**config.mk**
```make
export PLATFORM = sky130hd
export DESIGN_NAME = taitosj_snd_ctrl
export DESIGN_NICKNAME = d
export VERILOG_FILES = /design/src/rtl/taitosj_snd_pkg.sv /design/src/rtl/taitosj_snd_irq_timer.sv /design/src/rtl/taitosj_snd_ctrl.sv
export SDC_FILE = /design/constraint.sdc
export NUM_CORES = 1
export LEC_CHECK = 0
export ABC_AREA = 1
export BUFFER_PORTS_ARGS = -buffer_cell sky130_fd_sc_hd__buf_2
export CELL_PAD_IN_SITES_DETAIL_PLACEMENT = 1
export CELL_PAD_IN_SITES_GLOBAL_PLACEMENT = 1
export CORE_MARGIN = 3
export CORE_UTILIZATION = 30
export DETAILED_ROUTE_END_ITERATION = 12
export PLACE_DENSITY_LB_ADDON = 0.1
export SLEW_MARGIN = 25
export SYNTH_ARGS = -nofsm -noshare
export SYNTH_HDL_FRONTEND = slang
export SYNTH_SLANG_ARGS = --single-unit
```
**constraint.sdc**
```tcl
create_clock -name clkm_48MHZ -period 1.1 [get_ports clkm_48MHZ]
set_input_delay 0 -clock clkm_48MHZ [delete_from_list [all_inputs] [get_ports clkm_48MHZ]]
set_output_delay 0 -clock clkm_48MHZ [all_outputs]
set_load 0.01 [all_outputs]
```
**src/rtl/taitosj_snd_pkg.sv**
```systemverilog
// Shared constants, status-byte layout and IRQ scheduler state for the TaitoSJ sound control block.
// Addresses are full 16-bit sound-CPU addresses; the counter is wide enough for the default period.
package taitosj_snd_pkg;

  localparam logic [15:0] CMD_ADDR       = 16'h5000;
  localparam logic [15:0] STAT_ADDR      = 16'h5001;
  localparam int unsigned IRQ_PERIOD_DEF = 40961;
  localparam int          CNT_W          = 16;

  localparam logic [3:0]  STAT_HI = 4'hF;
  localparam logic [1:0]  STAT_LO = 2'b11;

  typedef enum logic {
    IDLE = 1'b0,
    REQ  = 1'b1
  } irq_state_e;

  function automatic logic [7:0] stat_byte(input logic pending, input logic flag);
    return {STAT_HI, pending, flag, STAT_LO};
  endfunction

endpackage

```
**src/rtl/taitosj_snd_irq_timer.sv**
```systemverilog
// Periodic maskable-IRQ scheduler: tick counter, IDLE/REQ FSM and acknowledge falling-edge detector.
// IRQ output falls one clock after the wrapping tick and rises one clock after the acknowledge edge.
module snd_irq_timer
  import taitosj_snd_pkg::*;
#(
  parameter int unsigned IRQ_PERIOD = IRQ_PERIOD_DEF
) (
  input  logic i_clk,
  input  logic i_rst_n,
  input  logic i_ce,
  input  logic i_pause,
  input  logic i_m1_n,
  input  logic i_iorq_n,
  output logic o_irq_n
);

  logic [CNT_W-1:0] r_cnt;
  logic             r_ack;
  logic             r_irq_n;
  irq_state_e       r_state;
  irq_state_e       w_state_nxt;
  logic             w_ack;
  logic             w_tick;
  logic             w_wrap;
  logic             w_ack_fall;

  assign w_ack      = ~i_m1_n & ~i_iorq_n;
  assign w_tick     = i_ce & ~i_pause;
  assign w_wrap     = w_tick & (r_cnt == CNT_W'(IRQ_PERIOD - 1));
  // end of the interrupt-acknowledge cycle: previous sample active, current one not
  assign w_ack_fall = r_ack & ~w_ack;

  always_ff @(posedge i_clk or negedge i_rst_n) begin
    if (!i_rst_n) begin
      r_cnt   <= '0;
      r_ack   <= 1'b0;
      r_state <= IDLE;
      r_irq_n <= 1'b1;
    end else begin
      r_ack   <= w_ack;
      r_state <= w_state_nxt;
      r_irq_n <= (r_state != REQ);
      if (w_tick) begin
        r_cnt <= w_wrap ? '0 : r_cnt + 1'b1;
      end
    end
  end

  // a wrap that lands together with an acknowledge is dropped
  always_comb begin
    w_state_nxt = r_state;
    case (r_state)
      IDLE:    if (w_wrap && !w_ack_fall) w_state_nxt = REQ;
      REQ:     if (w_ack_fall) w_state_nxt = IDLE;
      default: w_state_nxt = IDLE;
    endcase
  end

  assign o_irq_n = r_irq_n;

endmodule

```
**src/rtl/taitosj_snd_ctrl.sv**
```systemverilog
// Sound-CPU mailbox: command latch, pending/flag semaphores, NMI generation, read mux and IRQ timer.
// Bus strobes are sampled once; read data appears one clock after the sample, status/NMI one clock after cause.
module taitosj_snd_ctrl
  import taitosj_snd_pkg::*;
#(
  parameter int unsigned IRQ_PERIOD = IRQ_PERIOD_DEF
) (
  input  logic        clkm_48MHZ,
  input  logic        nSND_RST,
  input  logic        ce_1p5,
  input  logic        pause,
  input  logic        main_cmd_wr,
  input  logic        main_flag_wr,
  input  logic [7:0]  main_din,
  output logic [1:0]  main_stat,
  input  logic [15:0] snd_addr,
  input  logic        snd_rd_n,
  input  logic        snd_wr_n,
  input  logic        snd_m1_n,
  input  logic        snd_iorq_n,
  input  logic        nmi_mask,
  output logic [7:0]  snd_din,
  output logic        snd_din_en,
  output logic        snd_irq_n,
  output logic        snd_nmi_n
);

  logic [15:0] r_addr;
  logic        r_rd_n;
  logic        r_wr_n;
  logic [7:0]  r_cmd;
  logic        r_pend;
  logic        r_flag;
  logic [7:0]  r_din;
  logic        r_din_en;
  logic        r_nmi_n;

  logic        w_cmd_rd;
  logic        w_stat_rd;
  logic        w_pend_clr;
  logic        w_flag_clr;

  assign w_cmd_rd   = ~r_rd_n & (r_addr == CMD_ADDR);
  assign w_stat_rd  = ~r_rd_n & (r_addr == STAT_ADDR);
  // rd_n seen rising after a sampled command read: exactly one clear per access
  assign w_pend_clr = w_cmd_rd & snd_rd_n;
  assign w_flag_clr = r_wr_n & ~snd_wr_n & (snd_addr == STAT_ADDR);

  always_ff @(posedge clkm_48MHZ or negedge nSND_RST) begin
    if (!nSND_RST) begin
      r_addr   <= '0;
      r_rd_n   <= 1'b1;
      r_wr_n   <= 1'b1;
      r_cmd    <= '0;
      r_pend   <= 1'b0;
      r_flag   <= 1'b0;
      r_din    <= '0;
      r_din_en <= 1'b0;
      r_nmi_n  <= 1'b1;
    end else begin
      r_addr <= snd_addr;
      r_rd_n <= snd_rd_n;
      r_wr_n <= snd_wr_n;

      // main-CPU writes take priority over sound-side clears
      if (main_cmd_wr) begin
        r_cmd  <= main_din;
        r_pend <= 1'b1;
      end else if (w_pend_clr) begin
        r_pend <= 1'b0;
      end

      if (main_flag_wr) begin
        r_flag <= main_din[0];
      end else if (w_flag_clr) begin
        r_flag <= 1'b0;
      end

      r_nmi_n  <= ~((r_pend & ~nmi_mask) | r_flag);
      r_din_en <= w_cmd_rd | w_stat_rd;
      if (w_cmd_rd) begin
        r_din <= r_cmd;
      end else if (w_stat_rd) begin
        r_din <= stat_byte(r_pend, r_flag);
      end else begin
        r_din <= '0;
      end
    end
  end

  snd_irq_timer #(
    .IRQ_PERIOD (IRQ_PERIOD)
  ) u_irq_timer (
    .i_clk    (clkm_48MHZ),
    .i_rst_n  (nSND_RST),
    .i_ce     (ce_1p5),
    .i_pause  (pause),
    .i_m1_n   (snd_m1_n),
    .i_iorq_n (snd_iorq_n),
    .o_irq_n  (snd_irq_n)
  );

  assign main_stat  = {r_pend, r_flag};
  assign snd_din    = r_din;
  assign snd_din_en = r_din_en;
  assign snd_nmi_n  = r_nmi_n;

endmodule

```
After elaboration in Yosys (flattened, before gate mapping):

Cells that the tools add are included.

* memories kept: 0
* bits in registers: 57
* bits in read-only memories: 0
* memory bits (writable): 0
* bits in latches: 0

* multipliers: 0
* equal/unequal tests: 4
* add/subtract/negate cells: 1
* shift operators: 0
* div/mod/pow operators: 0
* order comparisons: 0
* bitwise operators: 21
* reductions and logical operators: 4
* multiplexer cells: 10

Operators with widths (number)
* $eq A16 B15 Y1 const B: 3
* $add A16 B1 Y16 const B: 1
* $eq A16 B16 Y1 const B: 1
* $mux W16: 1
* $mux W8: 2
* $and A1 B1 Y1: 10
* $not A1 Y1: 9
* $mux W1: 6
* $reduce_bool A2 Y1: 2
* $or A1 B1 Y1: 2
* $pmux W1 S2: 1
* $logic_and A1 B1 Y1: 1
* $logic_not A1 Y1: 1

Logic depth before layout (Yosys ltp):

Gate-level depths: netlist (run 1).

* word-level depth: 8
* gate-level depth with buffers: 9
* mapped depth without buffers: 9

Cells and area by module:

From an unflattened synthesis (run 1), not the netlist that was laid out.

* cell total of the unflattened synthesis: 298
* area total of the unflattened synthesis: 2536.2 µm²

Modules (own cells, without submodules)
* taitosj_snd_ctrl: cells an instance 145, area an instance 1415.1 µm², instances 1, sequential area each 954.7 µm²
* snd_irq_timer: cells an instance 153, area an instance 1121.1 µm², instances 1, sequential area each 476.7 µm²

Worst setup path before layout (run 1):

No wires, ideal clock.

* path kind: register to register
* from: register u_irq_timer.r_cnt[0]
* to: register u_irq_timer.r_cnt[2]
* path buffers: 0
* data required time: 0.980 ns
* arrival time: 1.096 ns
* stages on the path, launching flop included: 7
* clock period less this slack: 1.216 ns
* path slack: -0.116 ns
* path through: dfrtp_1 > inv_1 > ha_1 > nand3_1 > nor3_1 > nand3_1 > nor2b_1

* longest elaborated chain between the ends: 3

Ends and longest elaborated chain
* start: declaration: RTL line taitosj_snd_irq_timer.sv:17 `logic [CNT_W-1:0] r_cnt;`
* start signal: assignment: RTL line taitosj_snd_irq_timer.sv:44 `r_cnt <= w_wrap ? '0 : r_cnt + 1'b1;`
* parallel branches: the longest is 2 deep, another holds $add A16 B1 Y16
* $mux W16 *: RTL line taitosj_snd_irq_timer.sv:44

Every way passes the cells marked *.
A chain may end at the register's enable or synchronous reset.

Final worst setup path (run 1):

Same ends and word-level chain as after synthesis.

==> qor.yml, run 1 <==
placement:
  post-place-cells: 443
  dpl_cell_area_um2: 2990
  routabilityCongestion: 0.746
  dp_slack_ns: -0.293
  port_buffers: 47
  dp_hpwl_um: 4470
outcome:
  violations: "setup timing"
  status: "finished with violations"
timing:
  drv_slew: 0
  tns_ns: -2.76
  setup_ws_ns: -0.230
  hold_viol: 0
  setup_viol: 26
  slew_headroom_pct: 78.8
  grt_setup_unrepaired: "true"
  fmax_mhz: 752
  holdWs_ns: 0.0189
  fin_crit_ns: 1.33
  worst_pin_slew_ns: 0.318
  period_share_pct: 121
  fin_skew_ns: 0.00713
power_and_ir_drop:
  powerDensity_nw_per_um2: 1430
  vdd_drop_max_mv: 0.640
  total_power_mw: 5.45
  leakage_nw: 1.87
final_layout:
  stdcell_area_um2: 3820
  drive_gt1_share_pct: 39.1
  syn_to_final_growth_pct: 56.9
  antenna_cells: 0
  final_cell_count_no_fill: 498
  nets: 428
  post-route-util_pct: 48.9
worst_setup_path:
  cp_max_fo: 4
  slowest_stage: "dfrtp_2"
  critPathKind: "reg2reg"
  path_buf_inv: 1
  crit_family: "simple AND/OR/NAND/NOR gates"
  startpoint: "u_irq_timer.r_cnt[0]"
  worst_setup_path_end_kind: "register"
  worstPathRequired_ns: 1.33
  slowest_delay_ns: 0.44
  r2r_start: "u_irq_timer.r_cnt[0]"
  worstPathArrival_ns: 1.56
  cp-start-kind: "register"
  crit_path_cell_trace: "inv_2 > ha_4 > nand3_4 > nor3_2 > nand3_2 > nor2b_4"
yosys:
  synth.avg_cell_area_um2: 8.94
  ys_seq_area_share_pct: 58.8
  synth-seq-cells: 57
  synth_top_area_share_pct: 54.5
  synth_compound_area_share_pct: 5.76
  yosys.area_share.xor_xnor_pct: 1.08
  yosys_warnings: 0
  syn_inst: 272
  synth_top_cell_by_area: "dfrtp_1"
  yosys-top-cells-area: "dfrtp_1 (55%), nand2_1 (8.6%), nor2_1 (6.2%), inv_1 (5.9%), dfstp_2 (4.3%)"
  synth_cell_type_count: 25
  synthesis.area_um2: 2430
  synthAdderAreaFrac_pct: 1.03
  synth-simple-area-share_pct: 26.5
  synthesis.nets: 309
  synth_top_family_by_area: "simple AND/OR/NAND/NOR gates"
  synthMuxAreaShare_pct: 0
route:
  wl_per_cell_um: 13.3
  drt_iter0_markers: 32
  ant_nets: 0
  drc: 0
  viasPerCell: 4.36
  vias: 2169
  wirelength_um: 6600
  firstDrtPassIters: 4
global_route:
  antenna_found_initial: 0
  grt-ovfl-total: 0
  grt_pass1_wl_um: 11200
  grtUsageTotal_pct: 16.1
  grt_max_degree: 30
  grt_pass1_vias: 2444
worst_hold_path:
  hp-class: "in2reg"
  hp-start: "main_cmd_wr"
floorplan:
  io-pin-count: 48
  start_util_pct: 31.2
  core_um2: 7810
  rows: 32
  die_width_um: 96.0
  die_area_um2: 9220
  die_y_um: 96.0
clock_network:
  cts.sinks: 57
  clockBufferDepth: 2
  clockRootBuffer: "clkbuf_8"
  h-tree-depth: 3
  cts.clk_slew.worst_paths_ns: 0.07
  numCtsBuffers: 9
  clock_latency_ns: 0.34
  tritoncts: "done"
run:
  drv_cap: 0
-- cell type report --
cell class | count | area, um2
Clock buffer | 11 | 141
Clock inverter | 5 | 56.3
Fill cell | 896 | 3990
Inverter | 39 | 149
Multi-Input combinational cell | 174 | 1060
Sequential cell | 57 | 1440
Tap cell | 102 | 128
Timing Repair Buffer | 110 | 838
-- tightest hold or removal path: cells and delay by family --
family,cells,cell delay [ns]
buffers and inverters,2,0.26
AND/OR/NAND/NOR,1,0.05
-- flip-flops by register name (all words and copies together) (netlist names) --
| signal | count |
|---|---|
| snd_nmi_n | 1 |
| r_flag | 1 |
| r_cmd | 8 |
| r_addr | 16 |
| r_pend | 1 |
| snd_din | 8 |
| r_rd_n | 1 |
| r_wr_n | 1 |
| u_irq_timer.r_state | 1 |
| u_irq_timer.r_ack | 1 |
| snd_din_en | 1 |
| u_irq_timer.r_cnt | 16 |
| u_irq_timer.o_irq_n | 1 |
-- placed cells by master (no fill, tap or decap), types with 2 or more instances in the layout --
cell	netlist	layout
nand2_1	56	52
buf_6	0	4
clkbuf_8	0	10
ha_4	0	2
a21oi_1	5	4
inv_2	1	4
nand2_2	6	6
buf_2	0	47
dfrtp_2	0	6
nand4_1	4	4
nand3_2	2	3
clkinv_2	0	2
nand3_1	20	16
o21ai_0	17	8
o21ai_1	0	4
inv_1	38	34
nor2_1	40	31
o21ai_2	0	5
nand3_4	0	4
nor2_4	3	11
buf_4	2	25
buf_12	0	3
o21bai_1	3	3
dfrtp_1	53	47
nor2_2	5	6
nand2_4	0	3
dfstp_2	4	4
dlygate4sd3_1	0	31
xor2_1	3	3
-- per-layer routing --
metal  vias up  track usage, %  routed length (um)
li1       1088               -                   -
met5         -               0                   0
met2        36            28.2                3450
met3        10            2.89                 177
met4         0            7.82                 127
met1      1035            18.8                2840
-- Yosys cell counts --
library cell  count
nand2_1          56
ha_1              2
o21bai_1          3
o21ai_0          17
a21oi_1           5
nor2_1           40
dfstp_2           4
nand2_2           6
or2_1             1
and2_1            1
nand3b_1          1
nand4_1           4
nand3_2           2
buf_4             2
inv_2             1
nand3_1          20
xor2_1            3
nor2_2            5
inv_1            38
nor3_1            2
nor2_4            3
clkbuf_1          1
a22oi_1           1
nor2b_1           1
dfrtp_1          53
-- report_power, final --
group,total (mW),switching [mW],internal (mW)
combinational,0.970,0.474,0.496
sequential,2.50,0.220,2.28
clock,1.99,0.882,1.10
total,5.45,1.58,3.88
-- timing repair --
action                                 in CTS  in global routing
hold buffers                               32                  0
pin swaps                                  15                 18
endpoints found under the hold margin      85                  0
gates resized for setup                    36                 36
setup endpoints to repair                  27                 28
gates cloned                                1                  0
buffers inserted                            5                  2
-- logic make-up (layout without fill, tap and decap cells) --
logic type | count (synthesis) | in the layout
buffers and inverters | 42 | 165
flip-flops | 57 | 57
adder cells (fa/ha/maj) | 2 | 2
AO/OA/AOI/OAI | 26 | 26
AND/OR/NAND/NOR | 142 | 143
XOR/XNOR | 3 | 3
-- path summary, 6_finish.rpt --
| kind | endpoint | slack (ns) | cells past startpoint |
|---|---|---|---|
| max | u_irq_timer.r_cnt[2] | -0.23 | 6 |
| min | r_pend | 0.02 | 3 |
| max reg2reg | u_irq_timer.r_cnt[2] | -0.23 | 6 |
| min reg2reg | u_irq_timer.o_irq_n | 0.39 | 1 |
| max in group asynchronous | snd_nmi_n | 0.48 | 3 |
| min in group asynchronous | u_irq_timer.r_cnt[6] | 0.09 | 2 |
(Power assumes the default switching activity.)
==> run 2, diff against run 1 <==
Clock period 1.1 ns to 1.3 ns, I/O delays scaled along.
==> run 2 against run 1 <==
Net effect: the run still ends with setup timing left; critical path depth stayed put; die area stayed put; total power fell by 19%; worst setup slack improved by 0.21 ns; global-route usage fell by 1.4 points; register-to-register slack better by 0.21 ns; clock power down 17%; clock skew increased by 0.0013 ns; via count is 4.6% lower; largest cell class unchanged.
==> qor.yml, run 2 (synthesis results as in run 1) <==
clock_network:
  tritoncts: "done"
  numCtsBuffers: 9
  clock_latency_ns: 0.34
  cts.sinks: 57
  cts.clk_slew.worst_paths_ns: 0.07
  clockRootBuffer: "clkbuf_8"
  clockBufferDepth: 2
  h-tree-depth: 3
global_route:
  grt_max_degree: 58
  antenna_found_initial: 0
  grt_pass1_vias: 2211
  grtUsageTotal_pct: 14.7
  grt_pass1_wl_um: 10200
  grt-ovfl-total: 0
floorplan:
  start_util_pct: 31.2
  rows: 32
  die_width_um: 96.0
  die_area_um2: 9220
  die_y_um: 96.0
  io-pin-count: 48
  core_um2: 7810
timing:
  slew_headroom_pct: 79.4
  fmax_mhz: 756
  fin_skew_ns: 0.00841
  tns_ns: -0.0291
  holdWs_ns: 0.0268
  period_share_pct: 102
  setup_viol: 2
  fin_crit_ns: 1.32
  worst_pin_slew_ns: 0.309
  hold_viol: 0
  setup_ws_ns: -0.0229
  grt_setup_unrepaired: "true"
  drv_slew: 0
worst_setup_path:
  cp_max_fo: 4
  crit_path_cell_trace: "inv_2 > ha_4 > nand3_2 > nor3_2 > nand3_2 > nor2b_4"
  crit_family: "simple AND/OR/NAND/NOR gates"
  worst_setup_path_end_kind: "register"
  cp-start-kind: "register"
  slowest_stage: "dfrtp_2"
  crit_path_frequent_cell: "nand3_2"
  r2r_start: "u_irq_timer.r_cnt[0]"
  slowest_delay_ns: 0.45
  rrSetupSlack_ns: -0.02
  worstPathArrival_ns: 1.54
  reg2reg_to: "u_irq_timer.r_cnt[2]"
  critPathKind: "reg2reg"
  path_buf_inv: 1
  worstPathRequired_ns: 1.52
  reg2reg_depth: 6
worst_hold_path:
  hp-start: "main_cmd_wr"
  hp-class: "in2reg"
  min_to: "r_cmd[2]"
  hold_path_depth: 3
route:
  drt_iter0_markers: 42
  wirelength_um: 6170
  firstDrtPassIters: 4
  viasPerCell: 4.34
  vias: 2070
  wl_per_cell_um: 12.9
  drc: 0
  ant_nets: 0
final_layout:
  mostFrequentLayoutCells: "nand2_1 (53), buf_2 (47), dfrtp_1 (44)"
  mostFrequentLayoutCell: "nand2_1"
  syn_to_final_growth_pct: 45.5
  multiInputGateArea_um2: 971
  nets: 407
  seq_area_um2: 1440
  antenna_cells: 0
  drive_gt1_share_pct: 33.3
  fill_cells: 929
  reg_top3: "r_addr: 16 flops, u_irq_timer.r_cnt: 16 flops"
outcome:
  violations: "setup timing"
  status: "finished with violations"
power_and_ir_drop:
  vdd_drop_max_mv: 0.633
  powerDensity_nw_per_um2: 1250
  leakage_nw: 1.72
placement:
  port_buffers: 47
  dp_hpwl_um: 4070
  routabilityCongestion: 0.738
run:
  drv_cap: 0
## run 2: worst min-delay path, cell delays in order
cell and delay (ns):
buf_2 0.18, nand2_1 0.08, o21ai_0 0.06
## run 2: metal layers
layer / up-vias / track usage (%) / routed length (um)
li1: 1039 / - / -
met3: 6 / 5.24 / 223
met5: - / 0 / 0
met4: 0 / 4.62 / 73
met2: 33 / 25.1 / 3290
met1: 992 / 17.0 / 2590
## run 2: stage by stage
stage	utilization [%]	setup slack [ns]	instance area (um2)	power [mW]	std cells
detailed placement	36.4	-0.0667	2840	2.58	425
CTS	43.6	-0.0274	3400	4.37	474
global route	45.3	-0.121	3540	4.71	477
finish	45.3	-0.0229	3540	4.43	477
global placement	36.4	-0.0232	2840	2.57	425
floorplan	-	0.0836	2430	2.34	272
## run 2: layout make-up
type                    count  share of cell area (%)
flip-flops and latches     57                    40.8
multi-input cells         173                    27.4
repair buffers             90                    18.5
inverters                  39                    4.14
clock buffers              11                    3.99
well taps                 102                    3.61
clock inverters             5                    1.59
## run 2: worst max-delay path by stage
| stage | from | endpoint | slack, ns | depth (start not counted) |
|---|---|---|---|---|
| after detailed placement | r_addr[9] | snd_din[0] | -0.07 | 5 |
| after global placement | r_addr[9] | snd_din[6] | -0.02 | 5 |
| after global routing | u_irq_timer.r_cnt[0] | u_irq_timer.r_cnt[2] | -0.12 | 6 |
| after CTS | u_irq_timer.r_cnt[0] | u_irq_timer.r_cnt[8] | -0.03 | 7 |
| after floorplan | u_irq_timer.r_cnt[0] | u_irq_timer.r_cnt[2] | 0.08 | 6 |
| final | u_irq_timer.r_cnt[0] | u_irq_timer.r_cnt[2] | -0.02 | 6 |
## run 2: where the power goes
group | total [mW] | internal, mW | switching (mW) | leakage [nW]
clock network | 1.66 | 0.934 | 0.721 | 0.0993
logic | 0.673 | 0.321 | 0.352 | 0.933
registers | 2.10 | 1.93 | 0.176 | 0.686
total | 4.43 | 3.18 | 1.25 | 1.72
## run 2: repair_timing
| action | CTS | global route |
|---|---|---|
| hold endpoints to repair | 87 | 0 |
| gates resized for setup | 9 | 39 |
| pin swaps | 2 | 16 |
| endpoints found under the setup margin | 14 | 25 |
| setup buffers | 1 | 3 |
| hold buffers | 32 | 0 |
==> run 3, diff against run 2 <==
Settings changed: ABC_AREA 1 to unset.
Clock period 1.3 ns to 1.2 ns, I/O delays scaled along.
==> run 3 against run 2 <==
Net effect: the run still ends with setup timing left; largest power group unchanged; critical path type unchanged; register-to-register slack worse by 0.39 ns; routed wire length decreased by 10%; total power up 9.1%; die area fell by 11%; largest cell class unchanged; sequential power rose by 3%; fmax fell by 18%; clock skew fell by 0.0035 ns; critical path depth shrank 2; worst setup slack got worse by 0.39 ns; utilization is 6.2 points higher.
==> qor.yml, run 3 <==
worst_setup_path:
  cp-start-kind: "register"
  rrSetupSlack_ns: -0.41
  crit_path_cell_trace: "nor4b_4 > nand4_1 > or3b_1 > a21o_1"
  reg2reg_to: "r_pend"
  crit_family: "simple AND/OR/NAND/NOR gates"
  reg2reg_depth: 4
  cp_max_fo: 3
  path_buf_inv: 0
  slowest_delay_ns: 0.40
  r2r_start: "r_addr[9]"
  critPathKind: "reg2reg"
  worstPathArrival_ns: 1.83
  worst_setup_path_end_kind: "register"
  slowest_stage: "dfrtp_1"
  worstPathRequired_ns: 1.41
final_layout:
  nets: 325
  mostFrequentLayoutCell: "dfrtp_1"
  syn_to_final_growth_pct: 64.2
  mostFrequentLayoutCells: "dfrtp_1 (53), buf_2 (47), dlygate4sd3_1 (32)"
  post-route-util_pct: 51.5
  drive_gt1_share_pct: 49.1
  antenna_cells: 0
  final_cell_count_no_fill: 389
  reg_top3: "r_addr: 16 flops, u_irq_timer.r_cnt: 16 flops"
placement:
  routabilityCongestion: 0.747
  dp_hpwl_um: 3830
  port_buffers: 47
  post-place-cells: 336
route:
  firstDrtPassIters: 4
  ant_nets: 0
  wl_per_cell_um: 14.2
  drt_iter0_markers: 33
  vias: 1734
  drc: 0
  wirelength_um: 5530
  viasPerCell: 4.46
floorplan:
  die_area_um2: 8230
  core_um2: 6870
  start_util_pct: 31.4
  io-pin-count: 48
  die_width_um: 90.7
  die_y_um: 90.7
  rows: 30
clock_network:
  tritoncts: "done"
  cts.sinks: 57
  cts.clk_slew.worst_paths_ns: 0.06
  numCtsBuffers: 9
  clockRootBuffer: "clkbuf_8"
  clockBufferDepth: 2
  clock_latency_ns: 0.32
  h-tree-depth: 3
timing:
  worst_pin_slew_ns: 0.482
  period_share_pct: 135
  setup_viol: 24
  hold_viol: 0
  setup_ws_ns: -0.414
  fmax_mhz: 620
  fin_skew_ns: 0.00487
  drv_slew: 0
  holdWs_ns: 0.0439
  fin_crit_ns: 1.61
  slew_headroom_pct: 67.9
  grt_setup_unrepaired: "true"
power_and_ir_drop:
  switchingPower_mw: 1.17
  power.internal_mw: 3.66
  total_power_mw: 4.83
  p_sw_share_pct: 24.2
  seq_power_share_pct: 45.0
  vdd_drop_max_mv: 0.861
  pwr-share-comb_pct: 16.5
  clkPwrFrac_pct: 38.5
  leakage_nw: 1.63
  powerDensity_nw_per_um2: 1370
outcome:
  status: "finished with violations"
  violations: "setup timing"
worst_hold_path:
  hold_path_depth: 2
  hp-class: "in2reg"
  min_to: "r_pend"
  hp-start: "main_cmd_wr"
global_route:
  grt_pass1_wl_um: 9350
  groute.layer.met2.usage_pct: 24.3
  top_usage_layer: "met2"
  grt_pass1_vias: 1916
  grt-ovfl-total: 0
  grt_use_met3_pct: 4.92
  grt_max_degree: 22
  antenna_found_initial: 0
  use_met1_pct: 17.6
  grtUsageTotal_pct: 14.4
yosys:
  synth_flop_cell: "dfrtp_1"
  synth.avg_cell_area_um2: 12.7
  yosys-top-cells-area: "dfrtp_1 (62%), dfstp_2 (4.9%), mux2_2 (4.2%), nor2_1 (4.0%), xor2_1 (3.3%)"
  syn_inst: 169
  synth-seq-cells: 57
  ys_seq_area_share_pct: 66.4
  synth_cell_type_count: 37
  yosys_warnings: 0
  synth_top_cell_by_area: "dfrtp_1"
  synth_most_common_cell: "dfrtp_1"
  synthesis.area_um2: 2150
  synth_edf_count: 0
  synth_top_area_share_pct: 61.6
  async_reset_ff_share_pct: 100
  synthesis.nets: 206
  synth_common_cells: "dfrtp_1 (53), nor2_1 (23), mux2_2 (8), nand2_1 (8), xor2_1 (8)"
run:
  drv_cap: 0
[run 3: logic make-up after synthesis]
family          count (synthesis)  synth area share (%)
compound gates                 12                  3.54
xor+xnor                       12                  4.88
fa+ha+maj                       2                  1.16
buf+inv                        11                  2.32
flops                          57                  66.4
mux                            10                  5.11
simple gates                   65                  16.6
[run 3: worst max-delay path by stage]
| stage | start | slack, ns | end | depth (start not counted) |
|---|---|---|---|---|
| floorplan | u_irq_timer.r_cnt[2] | -0.44 | u_irq_timer.r_cnt[15] | 5 |
| global placement | u_irq_timer.r_cnt[5] | -0.32 | u_irq_timer.r_cnt[15] | 4 |
| detailed placement | u_irq_timer.r_cnt[6] | -0.39 | u_irq_timer.r_cnt[15] | 4 |
| CTS | u_irq_timer.r_cnt[6] | -0.38 | u_irq_timer.r_cnt[15] | 4 |
| global route | r_addr[9] | -0.49 | r_pend | 4 |
| finish | r_addr[9] | -0.41 | r_pend | 4 |
[run 3: area by class of cell]
class	count	area, um2
fill	736	3330
sequential	57	1430
multi-input combinational	101	886
timing repair buffer	113	862
clock buffer	12	165
tap	96	120
clock inverter	4	50.0
inverter	6	22.5
[run 3: per-stage QoR]
step	TNS (ns)	cell area [um2]	worst slack, ns
finish	-5.06	3540	-0.414
CTS	-4.41	3330	-0.379
detailed placement	-4.51	2750	-0.385
floorplan	-2.45	2190	-0.437
global placement	-3.57	2750	-0.325
global route	-7.32	3540	-0.490
[run 3: layer usage]
metal / vias to the layer above / wire length (um)
met2: 36 / 3080
met3: 5 / 248
met1: 870 / 2170
li1: 823 / -
met5: - / 0
met4: 0 / 35
[run 3: power by group through the flow]
stage	sequential (mW)	clock (mW)	combinational, mW
floorplan	2.20	0	0.206
global placement	2.18	0	0.590
detailed placement	2.19	0	0.618
CTS	2.16	1.94	0.706
global route	2.19	2.02	0.882
finish	2.17	1.86	0.799
[run 3: repair_timing]
action                                 in CTS  in global routing
pin swaps                                   2                 19
cloned                                      0                  1
setup endpoints to repair                  25                 26
setup buffers                               2                  4
endpoints found under the hold margin      62                  0
gates resized for setup                    10                 39
hold buffers                               32                  0
